`src/rtl/predictor_table_ctrl_if.sv`:
```
// predictor_table_ctrl_if
//   Pipeline-facing bundle of the predictor table controller.
//   master : fetch/resolve side (drives lookup and update requests)
//   slave  : controller side (returns ready flags and the prediction)
//   lk_valid/lk_addr/lk_ready       lookup request handshake
//   pred_valid/pred_taken           prediction response, one-cycle pulse
//   up_valid/up_addr/up_taken/up_ready  resolved-branch update handshake
interface predictor_table_ctrl_if #(
  parameter int ADDR_W = 8
);
  logic              lk_valid;
  logic [ADDR_W-1:0] lk_addr;
  logic              lk_ready;
  logic              pred_valid;
  logic              pred_taken;
  logic              up_valid;
  logic [ADDR_W-1:0] up_addr;
  logic              up_taken;
  logic              up_ready;

  modport master (
    output lk_valid, lk_addr, up_valid, up_addr, up_taken,
    input  lk_ready, pred_valid, pred_taken, up_ready
  );

  modport slave (
    input  lk_valid, lk_addr, up_valid, up_addr, up_taken,
    output lk_ready, pred_valid, pred_taken, up_ready
  );
endinterface

```
`src/rtl/predictor_table_ctrl.sv`:
```
// predictor_table_ctrl
//   Sequencer for the 2-bit predictor table. Sweeps every entry to
//   weakly-not-taken after reset (or init_req), then shares the single
//   table slot per cycle between lookups and FIFO-buffered updates.
//   Lookups win unless the update FIFO is full or the pending update
//   has been passed over MAX_STARVE times in a row.
// Ports:
//   clk_i, rst_ni        clock, async active-low reset
//   init_req_i           restart sweep (honoured only in RUN)
//   init_done_o          sweep complete, block in RUN
//   bus                  lookup / prediction / update handshakes
//   uq_count_o           update FIFO occupancy
//   tbl_*_o              registered table access strobes, index, outcome
//   tbl_prediction_i     table read data for the tbl_request_o cycle
//
// state   | meaning
// --------+------------------------------------------------------------
// ST_INIT | one tbl_init per cycle, index 0..2^ADDR_W-1; no handshakes
// ST_RUN  | arbitrate lookups vs. queued updates, one table op per cycle
module predictor_table_ctrl #(
  parameter int ADDR_W     = 8,
  parameter int UQ_DEPTH   = 4,
  parameter int MAX_STARVE = 3
) (
  input  logic                      clk_i,
  input  logic                      rst_ni,
  input  logic                      init_req_i,
  output logic                      init_done_o,
  predictor_table_ctrl_if.slave     bus,
  output logic [$clog2(UQ_DEPTH):0] uq_count_o,
  output logic [ADDR_W-1:0]         tbl_addr_o,
  output logic                      tbl_request_o,
  output logic                      tbl_result_o,
  output logic                      tbl_taken_o,
  output logic                      tbl_init_o,
  input  logic                      tbl_prediction_i
);

  localparam int PTR_W = $clog2(UQ_DEPTH);
  localparam int CNT_W = PTR_W + 1;
  localparam int SW    = $clog2(MAX_STARVE + 1);
  localparam logic [CNT_W-1:0]  CNT_FULL   = CNT_W'(UQ_DEPTH);
  localparam logic [CNT_W-1:0]  CNT_ONE    = CNT_W'(1);
  localparam logic [PTR_W-1:0]  PTR_ONE    = PTR_W'(1);
  localparam logic [SW-1:0]     STARVE_MAX = SW'(MAX_STARVE);
  localparam logic [SW-1:0]     STARVE_ONE = SW'(1);
  localparam logic [ADDR_W:0]   SWEEP_ONE  = (ADDR_W + 1)'(1);

  typedef enum logic {ST_INIT = 1'b0, ST_RUN = 1'b1} state_t;

  state_t            state_q, state_d;
  // Extra MSB marks "all indices issued" so the last strobe needs no compare.
  logic [ADDR_W:0]   sweep_q, sweep_d;
  logic [PTR_W-1:0]  wr_q, wr_d, rd_q, rd_d;
  logic [CNT_W-1:0]  cnt_q, cnt_d;
  logic [SW-1:0]     starve_q, starve_d;

  logic [ADDR_W-1:0] fifo_addr  [UQ_DEPTH];
  logic              fifo_taken [UQ_DEPTH];

  logic [ADDR_W-1:0] tbl_addr_q, tbl_addr_d;
  logic              tbl_req_q, tbl_req_d;
  logic              tbl_res_q, tbl_res_d;
  logic              tbl_taken_q, tbl_taken_d;
  logic              tbl_init_q, tbl_init_d;
  logic              pred_valid_q, pred_taken_q;

  logic lk_ready, up_ready, grant_lk, pop, push, full, empty;

  always_comb begin
    state_d     = state_q;
    sweep_d     = sweep_q;
    wr_d        = wr_q;
    rd_d        = rd_q;
    cnt_d       = cnt_q;
    starve_d    = starve_q;
    lk_ready    = 1'b0;
    up_ready    = 1'b0;
    grant_lk    = 1'b0;
    pop         = 1'b0;
    push        = 1'b0;
    full        = (cnt_q == CNT_FULL);
    empty       = (cnt_q == '0);
    tbl_addr_d  = '0;
    tbl_req_d   = 1'b0;
    tbl_res_d   = 1'b0;
    tbl_taken_d = 1'b0;
    tbl_init_d  = 1'b0;

    case (state_q)
      ST_INIT: begin
        if (sweep_q[ADDR_W]) begin
          state_d = ST_RUN;
        end else begin
          tbl_init_d = 1'b1;
          tbl_addr_d = sweep_q[ADDR_W-1:0];
          sweep_d    = sweep_q + SWEEP_ONE;
        end
      end
      ST_RUN: begin
        if (init_req_i) begin
          // No grants in the restart cycle; queued updates are dropped.
          state_d  = ST_INIT;
          sweep_d  = '0;
          wr_d     = '0;
          rd_d     = '0;
          cnt_d    = '0;
          starve_d = '0;
        end else begin
          up_ready = !full;
          lk_ready = !(full || (starve_q == STARVE_MAX));
          grant_lk = lk_ready && bus.lk_valid;
          // Any cycle without a granted lookup goes to a pending update.
          pop      = !grant_lk && !empty;
          push     = bus.up_valid && up_ready;

          if (grant_lk) begin
            tbl_req_d  = 1'b1;
            tbl_addr_d = bus.lk_addr;
          end else if (pop) begin
            tbl_res_d   = 1'b1;
            tbl_addr_d  = fifo_addr[rd_q];
            tbl_taken_d = fifo_taken[rd_q];
          end

          if (pop)  rd_d = rd_q + PTR_ONE;
          if (push) wr_d = wr_q + PTR_ONE;
          case ({push, pop})
            2'b10:   cnt_d = cnt_q + CNT_ONE;
            2'b01:   cnt_d = cnt_q - CNT_ONE;
            default: cnt_d = cnt_q;
          endcase

          if (pop || empty)
            starve_d = '0;
          else if (grant_lk && (starve_q != STARVE_MAX))
            starve_d = starve_q + STARVE_ONE;
        end
      end
      default: state_d = ST_INIT;
    endcase
  end

  always_ff @(posedge clk_i or negedge rst_ni) begin
    if (!rst_ni) begin
      state_q      <= ST_INIT;
      sweep_q      <= '0;
      wr_q         <= '0;
      rd_q         <= '0;
      cnt_q        <= '0;
      starve_q     <= '0;
      tbl_addr_q   <= '0;
      tbl_req_q    <= 1'b0;
      tbl_res_q    <= 1'b0;
      tbl_taken_q  <= 1'b0;
      tbl_init_q   <= 1'b0;
      pred_valid_q <= 1'b0;
      pred_taken_q <= 1'b0;
    end else begin
      state_q      <= state_d;
      sweep_q      <= sweep_d;
      wr_q         <= wr_d;
      rd_q         <= rd_d;
      cnt_q        <= cnt_d;
      starve_q     <= starve_d;
      tbl_addr_q   <= tbl_addr_d;
      tbl_req_q    <= tbl_req_d;
      tbl_res_q    <= tbl_res_d;
      tbl_taken_q  <= tbl_taken_d;
      tbl_init_q   <= tbl_init_d;
      // Response is independent of state so in-flight lookups survive init_req.
      pred_valid_q <= tbl_req_q;
      pred_taken_q <= tbl_req_q & tbl_prediction_i;
    end
  end

  // Storage only; validity is tracked by the pointers and count.
  always_ff @(posedge clk_i) begin
    if (push) begin
      fifo_addr[wr_q]  <= bus.up_addr;
      fifo_taken[wr_q] <= bus.up_taken;
    end
  end

  assign init_done_o    = (state_q == ST_RUN);
  assign uq_count_o     = cnt_q;
  assign tbl_addr_o     = tbl_addr_q;
  assign tbl_request_o  = tbl_req_q;
  assign tbl_result_o   = tbl_res_q;
  assign tbl_taken_o    = tbl_taken_q;
  assign tbl_init_o     = tbl_init_q;
  assign bus.lk_ready   = lk_ready;
  assign bus.up_ready   = up_ready;
  assign bus.pred_valid = pred_valid_q;
  assign bus.pred_taken = pred_taken_q;

endmodule

```
`src/flat_wrapper.sv`:
```
// flat-port wrapper written by rule: the top's interface ports become plain ports
module predictor_table_ctrl_flat 
#(
  parameter int ADDR_W     = 8,
  parameter int UQ_DEPTH   = 4,
  parameter int MAX_STARVE = 3
)
  (clk_i, rst_ni, init_req_i, init_done_o, uq_count_o, tbl_addr_o, tbl_request_o, tbl_result_o, tbl_taken_o, tbl_init_o, tbl_prediction_i, bus_lk_valid, bus_lk_addr, bus_up_valid, bus_up_addr, bus_up_taken, bus_lk_ready, bus_pred_valid, bus_pred_taken, bus_up_ready);
  predictor_table_ctrl_if #(.ADDR_W(ADDR_W)) bus_i ();
  input  logic clk_i;
  input  logic rst_ni;
  input  logic init_req_i;
  output logic init_done_o;
  output logic [$clog2(UQ_DEPTH):0] uq_count_o;
  output logic [ADDR_W-1:0] tbl_addr_o;
  output logic tbl_request_o;
  output logic tbl_result_o;
  output logic tbl_taken_o;
  output logic tbl_init_o;
  input  logic tbl_prediction_i;
  input wire logic [$bits(bus_i.lk_valid)-1:0] bus_lk_valid;
  input wire logic [$bits(bus_i.lk_addr)-1:0] bus_lk_addr;
  input wire logic [$bits(bus_i.up_valid)-1:0] bus_up_valid;
  input wire logic [$bits(bus_i.up_addr)-1:0] bus_up_addr;
  input wire logic [$bits(bus_i.up_taken)-1:0] bus_up_taken;
  output wire logic [$bits(bus_i.lk_ready)-1:0] bus_lk_ready;
  output wire logic [$bits(bus_i.pred_valid)-1:0] bus_pred_valid;
  output wire logic [$bits(bus_i.pred_taken)-1:0] bus_pred_taken;
  output wire logic [$bits(bus_i.up_ready)-1:0] bus_up_ready;
  assign bus_i.lk_valid = bus_lk_valid;
  assign bus_i.lk_addr = bus_lk_addr;
  assign bus_i.up_valid = bus_up_valid;
  assign bus_i.up_addr = bus_up_addr;
  assign bus_i.up_taken = bus_up_taken;
  assign bus_lk_ready = bus_i.lk_ready;
  assign bus_pred_valid = bus_i.pred_valid;
  assign bus_pred_taken = bus_i.pred_taken;
  assign bus_up_ready = bus_i.up_ready;
  predictor_table_ctrl #(.ADDR_W(ADDR_W), .UQ_DEPTH(UQ_DEPTH), .MAX_STARVE(MAX_STARVE)) u_core (.clk_i(clk_i), .rst_ni(rst_ni), .init_req_i(init_req_i), .init_done_o(init_done_o), .bus(bus_i), .uq_count_o(uq_count_o), .tbl_addr_o(tbl_addr_o), .tbl_request_o(tbl_request_o), .tbl_result_o(tbl_result_o), .tbl_taken_o(tbl_taken_o), .tbl_init_o(tbl_init_o), .tbl_prediction_i(tbl_prediction_i));
endmodule
```
`config.mk`:
```
export PLATFORM = sky130hd
export DESIGN_NAME = predictor_table_ctrl_flat
export DESIGN_NICKNAME = d
export VERILOG_FILES = /design/src/rtl/predictor_table_ctrl_if.sv /design/src/rtl/predictor_table_ctrl.sv /design/src/flat_wrapper.sv
export SDC_FILE = /design/constraint.sdc
export NUM_CORES = 1
export LEC_CHECK = 0
export ABC_AREA = 1
export CAP_MARGIN = 25
export CORE_ASPECT_RATIO = 1.4
export CORE_MARGIN = 2
export CORE_UTILIZATION = 45
export CTS_CLUSTER_SIZE = 30
export DETAILED_ROUTE_END_ITERATION = 6
export GPL_TIMING_DRIVEN = 0
export PLACE_DENSITY = 0.68
export RECOVER_POWER = 100
export SLEW_MARGIN = 10
export SYNTH_ARGS = -nofsm -noshare
export SYNTH_HDL_FRONTEND = slang
export SYNTH_SLANG_ARGS = --single-unit
```
`constraint.sdc`:
```
create_clock -name clk_i -period 4.25 [get_ports clk_i]
set_input_delay 1.275 -clock clk_i [delete_from_list [all_inputs] [get_ports clk_i]]
set_output_delay 1.275 -clock clk_i [all_outputs]
set_load 0.1 [all_outputs]
```
[After elaboration in Yosys (flattened, before gate mapping)]
Memory sizes are Yosys's and may differ from the RTL's.
Index checks and enable logic that the tools add are counted.
Word-level totals
  register bits after elaboration: 33
  bits in writable memories: 36
  bits of input ports: 23
  output and inout port bits: 20
  word-level logic and storage cells: 92
  memories: 2
Memories
  u_core.fifo_addr: words 4, bits a word 8, rd ports 1, clocked after memory_dff 0, write ports 1, RTL line predictor_table_ctrl.sv:58  | logic [ADDR_W-1:0] fifo_addr [UQ_DEPTH];
  u_core.fifo_taken: words 4, bits a word 1, rd ports 1, clocked after memory_dff 0, write ports 1, RTL line predictor_table_ctrl.sv:59  | logic fifo_taken [UQ_DEPTH];
Cells by class
  add/subtract/negate cells: 6
  eq/ne operators: 7
  muxes and demuxes: 41
  bitwise logic cells: 2
  reductions and logical operators: 20
Operators by type and width (count)
  $mux 8: 4
  $mux 1: 23
  $mux 9: 2
  $pmux 9 s2: 1
  $pmux 8 s2: 1
  $mux 2: 7
  $reduce_and 2->1: 5
  $add 9x1->9 const B: 1
  $add 2x1->2 const B: 3
  $ne 2x2->1 const B: 3
  $pmux 3 s2: 1
  $reduce_bool 3->1: 2
  $eq 2x2->1 const B: 2
  $logic_and 1x1->1: 4
  $logic_not 1->1: 4
  $reduce_bool 2->1: 2
  $add 3x1->3 const B: 1
  $eq 3x3->1 const B: 1
  $logic_not 3->1: 1
  $mux 3: 1
  $sub 3x1->3 const B: 1
  $eq 2x1->1 const B: 1
  $logic_or 1x1->1: 2
  $pmux 1 s2: 1
  other kinds (2): 2

[Longest topological paths before layout]
Gate-level depths: netlist of run 1.
  depth after elaboration: 10
  mapped depth: 15
  depth with buffers taken out: 15

[Worst setup path after synthesis of run 1]
OpenSTA, ideal clock, no wires.
  path kind: input to output
  from: input port init_req_i
  to: output port bus_lk_ready
  data arrival time: 2.732 ns
  data required time: 2.975 ns
  path slack: 0.243 ns
  stages: 3
  path buffers: 0
  path through: nor2_8 -> nand2_4 -> nor2_1
On the way
  word-level cells in the longest chain between the ends: 2
Ends and longest elaborated chain
  from (decl): RTL line flat_wrapper.sv:12  | input logic init_req_i;
  $mux 1: RTL line predictor_table_ctrl.sv:101  | if (init_req_i) begin
  $mux 1: RTL line predictor_table_ctrl.sv:90  | case (state_q)
  to (decl): RTL line flat_wrapper.sv:26  | output wire logic [$bits(bus_i.lk_ready)-1:0] bus_lk_ready;
No other way between the ends.

[Final worst setup path of run 1]
  from: input port init_req_i
  to: output port bus_up_ready
On the way
  word-level cells in the longest chain between the ends: 2
Ends and longest elaborated chain
  $mux 1: RTL line predictor_table_ctrl.sv:101
  $mux 1: RTL line predictor_table_ctrl.sv:90
  to (decl): RTL line flat_wrapper.sv:29  | output wire logic [$bits(bus_i.up_ready)-1:0] bus_up_ready;
No other way between the ends.

==> results of run 1 <==
[power groups by stage]
| stage | clock [mW] | sequential (mW) | combinational [mW] |
|---|---|---|---|
| after floorplan | 0 | 1.23 | 0.378 |
| after global placement | 0 | 0.892 | 0.934 |
| after detailed placement | 0 | 0.896 | 0.946 |
| after CTS | 0.543 | 0.883 | 0.951 |
| after global routing | 0.570 | 0.894 | 0.993 |
| final | 0.532 | 0.881 | 0.911 |
[cell type report]
class	count	area share [%]
inverter	34	3.50
clock inverter	7	2.06
timing repair buffer	42	11.4
buffer	5	0.653
tap	74	2.54
multi-input combinational	178	24.0
clock buffer	9	3.40
sequential	69	52.4
[worst reg2reg max path: stages (launching register included)]
cell and delay, ns:
dfrtp_1 0.44, inv_2 0.13, nor2_8 0.12, nand2_1 0.11, nor3b_1 0.92, a22oi_1 0.20
nand2_1 0.11
[what timing repair did]
action | CTS | global route
gates resized for setup | 6 | 0
endpoints found under the setup margin | 2 | 0
hold buffers | 0 | 0
[sequential cells by signal, summed over array words and instances (netlist names), 2 cells and up]
name and cells:
u_core.fifo_addr 32, u_core.sweep_q 9, u_core.tbl_addr_o 8, u_core.fifo_taken 4
u_core.uq_count_o 3, u_core.rd_q 2, u_core.starve_q 2, u_core.wr_q 2
[cell families (layout without fill, tap and decap cells)]
family / after synthesis / in the layout
simple gates: 116 / 116
flops: 69 / 69
compound gates: 55 / 55
buf+inv: 39 / 97
fa+ha+maj: 7 / 7
[worst max-delay path by stage]
| stage | cells past startpoint | slack, ns | to | startpoint |
|---|---|---|---|---|
| 6_report | 5 | 0.19 | bus_up_ready | init_req_i |
| 2_1_floorplan | 3 | 0.24 | bus_lk_ready | init_req_i |
| 4_1_cts | 5 | 0.20 | bus_up_ready | init_req_i |
| 3_5_place_dp | 5 | -0.37 | bus_up_ready | init_req_i |
| 3_3_place_gp | 5 | -0.39 | bus_up_ready | init_req_i |
| 5_1_grt | 5 | 0.14 | bus_up_ready | init_req_i |
[layer usage]
| layer | part of all wire [%] | vias to the layer above | global-route usage (%) | routed length (microns) |
|---|---|---|---|---|
| li1 | - | 1064 | - | - |
| met1 | 42 | 1035 | 21.2 | 2450 |
| met2 | 52 | 51 | 29.4 | 3060 |
| met5 | 0 | - | 0 | 0 |
| met3 | 3.6 | 7 | 4.22 | 209 |
| met4 | 1.9 | 0 | 8.12 | 110 |
[per-stage QoR]
step	std cells	instance area (sq um)	worst slack, ns	power, mW	setup TNS, ns
after floorplan	286	2960	0.243	1.61	0
after global placement	402	3470	-0.389	1.83	-0.748
after detailed placement	402	3470	-0.374	1.84	-0.713
after CTS	418	3670	0.199	2.38	0
after global routing	418	3640	0.139	2.46	0
final	418	3640	0.191	2.32	0
[synth_stat cells, types with 2 or more instances]
| cell | instances | area share, % |
|---|---|---|
| inv_1 | 29 | 3.7 |
| nand2_2 | 4 | 0.85 |
| o211ai_1 | 4 | 1.0 |
| a22oi_1 | 2 | 0.51 |
| edfxtp_1 | 36 | 37 |
| o21ai_1 | 11 | 1.9 |
| ha_1 | 7 | 3.0 |
| inv_2 | 4 | 0.51 |
| a21oi_1 | 17 | 2.9 |
| nand3_1 | 12 | 2.0 |
| o22ai_1 | 4 | 0.85 |
| nand2_1 | 75 | 9.5 |
| nand4_1 | 2 | 0.42 |
| dfrtp_1 | 33 | 28 |
| buf_2 | 4 | 0.68 |
| o21ai_0 | 13 | 2.2 |
| nor2_1 | 19 | 2.4 |
==> results_dict.tcl, run 1 <==
set metrics [dict create \
    vias 2157 \
    die_area_sq_um 7250 \
    path_cells "clkdlybuf4s50_1 -> nor2_8 -> nand2_1 -> inv_1 -> clkdlybuf4s15_2" \
    p_sw_mw 1.02 \
    dpl.hpwl_microns 4130 \
    clock_power_share_pct 22.9 \
    cts_tree "yes" \
    grt_pass1_wl_microns 9480 \
    crit_path_end_kind "output pin" \
    htreeDepth 3 \
    crit_path_start_kind "primary input" \
    synthMuxAreaShare_pct 0 \
    antenna_cells 0 \
    initial_utilization_pct 45.7 \
    maxCapViolations 1 \
    synth_fa_ha_area_share_pct 2.96 \
    regArea_sq_um 1910 \
    most-common-layout-cells "78 x nand2_1, 36 x edfxtp_1, 33 x dfrtp_1" \
    overflow 0 \
    final_common_cell "nand2_1" \
    drt_first_pass_iters 4 \
    synth_edf_count 36 \
    critPathMaxStageDelay_ns 0.57 \
    worstSetupPathType "primary input to output pin" \
    synthArstFlopShare_pct 47.8 \
    seq_area_frac_synth_pct 64.4 \
    rsz0062_at_grt "false" \
    cp_num_buf_inv 3 \
    fin_nets 369 \
    multi_input_area_sq_um 876 \
    peakVddDrop_mv 0.256 \
    fin_crit_ns 4.06 \
    final_antenna_net_count 0 \
    ios 43 \
    violations "capacitance limit, slew limit" \
    critPathSlowestCell "clkdlybuf4s15_2" \
    min_path_cells 0 \
    worstMarginPinSlew_ns 1.74 \
    die_y_microns 100 \
    layout-drive-gt1-share_pct 7.27 \
    r2r-end "u_core.tbl_addr_o[4]$_DFF_PN0_" \
    yosys_warnings 0 \
    cts_sinks 69 \
    synth_area_sq_um 2960 \
    comb_power_share_pct 39.2 \
    clkTransAtPathRegs_ns 0.07 \
    root_buffer "clkbuf_8" \
    die_w_microns 72.6 \
    status "finished, violations left" \
    cts_buffers 9 \
    period_share_pct 95.5 \
    cp.arrival_ns 2.78 \
    fin_util_pct 56.2 \
    clk_path_buf_depth 2 \
    fin_worst_skew_ns 0.00889 \
    antenna_found_initial 0 \
    rows 35 \
    coreArea_sq_um 6480 \
    maxSlewHeadroom_pct -15.8 \
    worst_skew_pair.late_latency_ns 0.34 \
    hp-start "u_core.tbl_request_o$_DFF_PN0_" \
    timing.fmax_mhz 246 \
    synth_cell_types 27 \
    synth_top_family_by_area "simple AND/OR/NAND/NOR gates" \
    setup-violations-final 0 \
    slew_viol_final 34 \
    synth_compound_area_share_pct 10.4 \
    gp_congestion 0.815 \
    p_seq_share_pct 37.9 \
    grt_max_degree 34 \
    ff2ff_path_depth 6 \
    worst_r2r_startpoint "u_core.init_done_o$_DFF_PN0_" \
    synthFlopType "edfxtp_1" \
    intPower_mw 1.31 \
    whs_endpoint "u_core.bus.pred_valid$_DFF_PN0_" \
    grt_pass1_vias 1980 \
    first_iter_violations 148 \
    drt-total-wl_microns 5830 \
    synth-simple-area-share_pct 17.1 \
    r2r_slack_ns 2.16 \
    p_leak_nw 1.60 \
    crit_family "buffers and inverters" \
    hold_slack_ns 0.395 \
    hold_path.class "flip-flop to flip-flop" \
    fillers 586 \
    gr-usage-all-layers_pct 17.6 \
    place.port_buffers 42 \
    vias_per_cell 5.16 \
    synth_xor_area_share_pct 0 \
    route.detailed.drc 0 \
    wl_per_cell_microns 13.9 \
    switching_share_pct 43.8 \
    cts_setup_buffers 0 \
    yosys_register_bits 69 \
    critical_path_peak_fanout 5 \
    required_ns 2.97 \
    area_delta_synth_final_pct 23.0 \
    syn_nets 316 \
    power.density_nw_per_um2 638 \
    hold_violations 0 \
    synth.avg_cell_area_sq_um 10.4 \
    syn_inst 286 \
]
Note: power is estimated with default switching activity, not from simulation.
==> run 2: changes to the inputs <==
Settings changed: PLACE_DENSITY 0.68 to not set, PLACE_DENSITY_LB_ADDON set to 0.25.
==> run 2 against run 1 <==
  * The flow still finishes with violations (capacitance limit, slew limit)
  * Sequential cell count is the same
  * Clock skew grew 0.0028 ns
  * Combinational power grew 0.5%
  * Final cell count is the same
  * Clock power grew 34%
  * Critical path depth is the same
  * Global-route usage grew 0.16 points
  * Register-to-register slack lost 0.15 ns
  * Total power grew 7.9%
  * Cell area grew 2.0%
  * Fmax shrank 0.73%
  * Worst setup slack lost 0.030 ns
  * Critical path type unchanged
  * Largest power group unchanged
==> results_dict.tcl, run 2 (synthesis gave the netlist of run 1 again) <==
set metrics [dict create \
    status "finished, violations left" \
    violations "capacitance limit, slew limit" \
    crit_start "init_req_i" \
    drt_first_pass_iters 5 \
    hp-start "u_core.tbl_request_o$_DFF_PN0_" \
    drt-total-wl_microns 5830 \
    worst_r2r_startpoint "u_core.init_done_o$_DFF_PN0_" \
    htreeDepth 3 \
    rows 35 \
    grt_pass1_wl_microns 9640 \
    hold_path.class "flip-flop to flip-flop" \
    cts_tree "yes" \
    place.port_buffers 42 \
    worstSetupPathType "primary input to output pin" \
    p_leak_nw 1.64 \
    required_ns 2.97 \
    route.detailed.drc 0 \
    die_w_microns 72.6 \
    first_iter_violations 136 \
    vias 2137 \
    fin_setup_tns_ns 0 \
    peakVddDrop_mv 0.399 \
    antenna_found_initial 0 \
    cp.arrival_ns 2.81 \
    maxCapViolations 1 \
    regMostFlops "u_core.fifo_addr" \
    final_common_cell "nand2_1" \
    largest_register_ffs 32 \
    wl_per_cell_microns 13.9 \
    ios 43 \
    antenna_cells 0 \
    timing.fmax_mhz 245 \
    comb_power_share_pct 36.5 \
    overflow 0 \
    post_dp_cell_area_sq_um 3470 \
    fin_crit_ns 4.09 \
    worstMarginPinSlew_ns 1.71 \
    fin_util_pct 57.3 \
    cts_hold_buf 0 \
    dpl.hpwl_microns 4140 \
    gp_congestion 0.772 \
    hold_violations 0 \
    vias_per_cell 5.11 \
    power.density_nw_per_um2 675 \
    switching_share_pct 40.7 \
    clock_power_share_pct 28.4 \
    gr-usage-all-layers_pct 17.8 \
    area_delta_synth_final_pct 25.5 \
    clkTransAtPathRegs_ns 0.07 \
    intPower_mw 1.49 \
    most-common-layout-cells "77 x nand2_1, 36 x edfxtp_1, 33 x dfrtp_1" \
    cts_buffers 9 \
    layout-drive-gt1-share_pct 7.85 \
    fin_nets 369 \
    grt_pass1_vias 2034 \
    clk_path_buf_depth 2 \
    fin_worst_skew_ns 0.0117 \
    p_total_mw 2.51 \
    setup-violations-final 0 \
    period_share_pct 96.2 \
    cts_sinks 69 \
    p_seq_share_pct 35.1 \
    rsz0062_at_grt "false" \
    coreArea_sq_um 6480 \
    die_area_sq_um 7250 \
    maxSlewHeadroom_pct -14.3 \
    slew_viol_final 34 \
    die_y_microns 100 \
    worst_skew_pair.late_latency_ns 0.35 \
    initial_utilization_pct 45.7 \
    grt_max_degree 34 \
    p_sw_mw 1.02 \
    crit_path_end_kind "output pin" \
    critical_path_peak_fanout 5 \
    crit_path_start_kind "primary input" \
    final_area_sq_um 3720 \
    final_antenna_net_count 0 \
    root_buffer "clkbuf_8" \
]
run 2: changes by cell type in the layout (fill, tap and decap cells not counted), sizes merged:
| cell | delta |
|---|---|
| bufinv | +3 |
| clkinvlp | -2 |
| clkinv | -1 |
run 2: worst paths after layout:
kind	end	slack (ns)	cells past startpoint
max in group asynchronous	u_core.init_done_o$_DFF_PN0_	1.89	1
min	u_core.bus.pred_valid$_DFF_PN0_	0.40	0
max	bus_up_ready	0.16	5
max reg2reg	u_core.fifo_taken[1]$_DFFE_PP_	2.01	6
min reg2reg	u_core.bus.pred_valid$_DFF_PN0_	0.40	0
min in group asynchronous	u_core.tbl_addr_o[4]$_DFF_PN0_	1.36	1
run 2: power by group through the flow:
stage	registers, mW	clock network (mW)	logic, mW
final	0.880	0.711	0.916
after global routing	0.895	0.752	0.991
after CTS	0.883	0.720	0.952
after detailed placement	0.895	0	0.949
after global placement	0.890	0	0.936
after floorplan	1.23	0	0.378
run 2: per-stage QoR:
step	setup slack, ns	std cells	hold WS (ns)
after floorplan	0.243	286	0.464
after global placement	-0.380	402	0.387
after detailed placement	-0.402	402	0.393
after CTS	0.173	418	0.409
after global routing	0.0910	418	0.418
final	0.161	418	0.398
run 2: routing by layer:
layer | GRT usage, % | routed length (microns)
met1 | 21.9 | 2500
met4 | 9.54 | 137
met3 | 3.82 | 238
met2 | 28.8 | 2950
met5 | 0 | 0
run 2: cell type report:
| type | count | area, sq um |
|---|---|---|
| inverters | 34 | 128 |
| clock inverters | 7 | 146 |
| clock buffers | 9 | 124 |
| multi-input cells | 178 | 878 |
| flip-flops and latches | 69 | 1910 |
| repair buffers | 42 | 417 |
| well taps | 74 | 92.6 |
| fillers | 580 | 2770 |
| plain buffers | 5 | 23.8 |
run 2: repair_timing:
item | 4_1_cts | 5_1_grt
buffers inserted | 0 | 0
resized for setup | 6 | 0
endpoints found under the setup margin | 2 | 0
run 2: critical path: stages:
cell             delay [ns]
clkdlybuf4s50_1        0.53
nor2_8                 0.18
nand2_1                0.11
inv_1                  0.14
clkdlybuf4s15_2        0.57
==> run 3: changes to the inputs <==
--- a/config.mk
+++ b/config.mk
@@ -17,3 +17,3 @@
 export RECOVER_POWER = 100
-export SLEW_MARGIN = 10
+export SLEW_MARGIN = 40
 export SYNTH_ARGS = -nofsm -noshare
==> constraint.sdc (replaced) <==
create_clock -name clk_i -period 4.25 [get_ports clk_i]
set_input_delay 1.0625 -clock clk_i [delete_from_list [all_inputs] [get_ports clk_i]]
set_output_delay 1.0625 -clock clk_i [all_outputs]
set_load 0.1 [all_outputs]
==> run 3 against run 2 <==
  * Largest power group is now registers
  * The run now ends clean
  * Critical path type unchanged
  * Worst setup slack improved by 0.33 ns
  * Clock-buffer cell count unchanged
  * Final cell count increased by 0.24%
  * Cell area decreased by 6.3%
  * Sequential power about the same
  * Critical endpoint unchanged
  * Highest routed layer unchanged
  * Clock skew decreased by 0.0031 ns
  * Hold slack improved by 0.014 ns
  * Non-clock buffer count increased by 1
  * Core utilization decreased by 3.6 points
  * Combinational power decreased by 4.9%
==> results_dict.tcl, run 3 (synthesis gave the netlist of run 1 again) <==
set metrics [dict create \
    antenna_cells 0 \
    place.port_buffers 42 \
    clk_path_buf_depth 2 \
    die_area_sq_um 7250 \
    grt_pass1_vias 2087 \
    layout-drive-gt1-share_pct 7.54 \
    ios 43 \
    fin_nets 370 \
    maxSlewHeadroom_pct 13.5 \
    wl_per_cell_microns 14.0 \
    multi_input_area_sq_um 870 \
    post_cts_resized 0 \
    crit_path_end_kind "output pin" \
    cts_hold_buf 0 \
    coreArea_sq_um 6480 \
    cts_buffers 9 \
    worstSetupPathType "primary input to output pin" \
    die_y_microns 100 \
    regArea_sq_um 1910 \
    critPathMaxStageDelay_ns 0.58 \
    gp_congestion 0.772 \
    required_ns 3.19 \
    critPathSlowestCell "dlygate4sd3_1" \
    crit_path_start_kind "primary input" \
    initial_utilization_pct 45.7 \
    overflow 0 \
    first_iter_violations 154 \
    cts_tree "yes" \
    route.detailed.drc 0 \
    root_buffer "clkbuf_8" \
    final_common_cell "nand2_1" \
    p_leak_nw 1.49 \
    regMostFlops "u_core.fifo_addr" \
    fin_util_pct 53.7 \
    vias 2124 \
    cts_setup_buffers 0 \
    period_share_pct 88.4 \
    critical_path_peak_fanout 5 \
    hold_violations 0 \
    final_antenna_net_count 0 \
    fin_worst_skew_ns 0.00853 \
    drt_first_pass_iters 4 \
    status "finished, final reports clean" \
    slew_viol_final 0 \
    fillers 615 \
    rows 35 \
    worst_skew_pair.late_latency_ns 0.35 \
    fin_setup_tns_ns 0 \
    cts_sinks 69 \
    area_delta_synth_final_pct 17.6 \
    grt_pass1_wl_microns 9440 \
    antenna_found_initial 0 \
    cp.arrival_ns 2.69 \
    largest_register_ffs 32 \
    vias_per_cell 5.07 \
    dpl.hpwl_microns 4120 \
    grt_max_degree 26 \
    crit_family "buffers and inverters" \
    fin_crit_ns 3.76 \
    path_cells "dlygate4sd3_1 -> nor2_1 -> nand2_4 -> inv_1 -> clkbuf_2" \
    timing.fmax_mhz 266 \
    die_w_microns 72.6 \
    cp_num_buf_inv 3 \
    drt-total-wl_microns 5860 \
    gr-usage-all-layers_pct 17.3 \
    worstMarginPinSlew_ns 1.30 \
    rsz0062_at_grt "false" \
    power.density_nw_per_um2 633 \
    most-common-layout-cells "76 x nand2_1, 36 x edfxtp_1, 33 x dfrtp_1" \
    maxCapViolations 0 \
    hold_path.class "flip-flop to flip-flop" \
    peakVddDrop_mv 0.233 \
    clkTransAtPathRegs_ns 0.07 \
    htreeDepth 3 \
    setup-violations-final 0 \
]
==> run 3: cell count changes in the layout (fill, tap and decap cells not counted), sizes merged <==
cell,delta
clkbuf,+21
clkdlybuf4s15,-2
clkinvlp,+2
clkinv,+3
bufinv,-4
dlygate4sd3,-18
inv,-1
==> run 3: final cells by class <==
cell class                      instances  share of cell area [%]
Timing Repair Buffer                   43                    8.48
Sequential cell                        69                    54.8
Tap cell                               74                    2.66
Inverter                               34                    3.67
Multi-Input combinational cell        178                    25.0
Clock buffer                            9                    3.56
Buffer                                  5                   0.683
Clock inverter                          7                    1.22
==> run 3: final timing paths <==
path                       cells after the start                           start  slack [ns]                               to
max                                            5                      init_req_i        0.49                     bus_up_ready
min                                            0  u_core.tbl_request_o$_DFF_PN0_        0.41  u_core.bus.pred_valid$_DFF_PN0_
max reg2reg                                    6    u_core.init_done_o$_DFF_PN0_        1.77   u_core.fifo_taken[3]$_DFFE_PP_
min reg2reg                                    0  u_core.tbl_request_o$_DFF_PN0_        0.41  u_core.bus.pred_valid$_DFF_PN0_
max in group asynchronous                      2                          rst_ni        2.05    u_core.sweep_q[0]$_DFFE_PN0P_
min in group asynchronous                      1                          rst_ni        0.65   u_core.tbl_addr_o[4]$_DFF_PN0_
==> run 3: where the power goes <==
group | total [mW] | switching [mW] | internal, mW
Clock | 0.453 | 0.246 | 0.207
Sequential | 0.880 | 0.0739 | 0.807
Combinational | 0.871 | 0.684 | 0.187
Total | 2.20 | 1.00 | 1.20
==> run 3: worst reg2reg max path, cell delays in order, from the launching register on <==
cell and delay, ns:
dfrtp_1 0.45, inv_1 0.16, nor2_1 0.36, nand2_4 0.10, inv_1 0.12, nand2_1 0.12, nor2_1 0.80
==> run 3: metrics by stage <==
step | hold slack, ns | power (mW) | worst slack, ns | area (sq um) | instances
after global placement | 0.387 | 1.83 | 0.0447 | 3470 | 402
final | 0.411 | 2.20 | 0.495 | 3480 | 419
after global routing | 0.431 | 2.34 | 0.385 | 3480 | 419
after CTS | 0.411 | 2.25 | 0.742 | 3570 | 419
after floorplan | 0.464 | 1.61 | 0.504 | 2960 | 286
after detailed placement | 0.395 | 1.80 | 0.747 | 3400 | 403
==> run 3: layer usage <==
| layer | vias up | routed length (microns) | GRT usage (%) |
|---|---|---|---|
| met5 | - | 0 | 0 |
| met4 | 0 | 112 | 8.12 |
| met3 | 10 | 231 | 4.52 |
| met2 | 48 | 2990 | 29.0 |
| met1 | 999 | 2530 | 20.6 |
| li1 | 1067 | - | - |
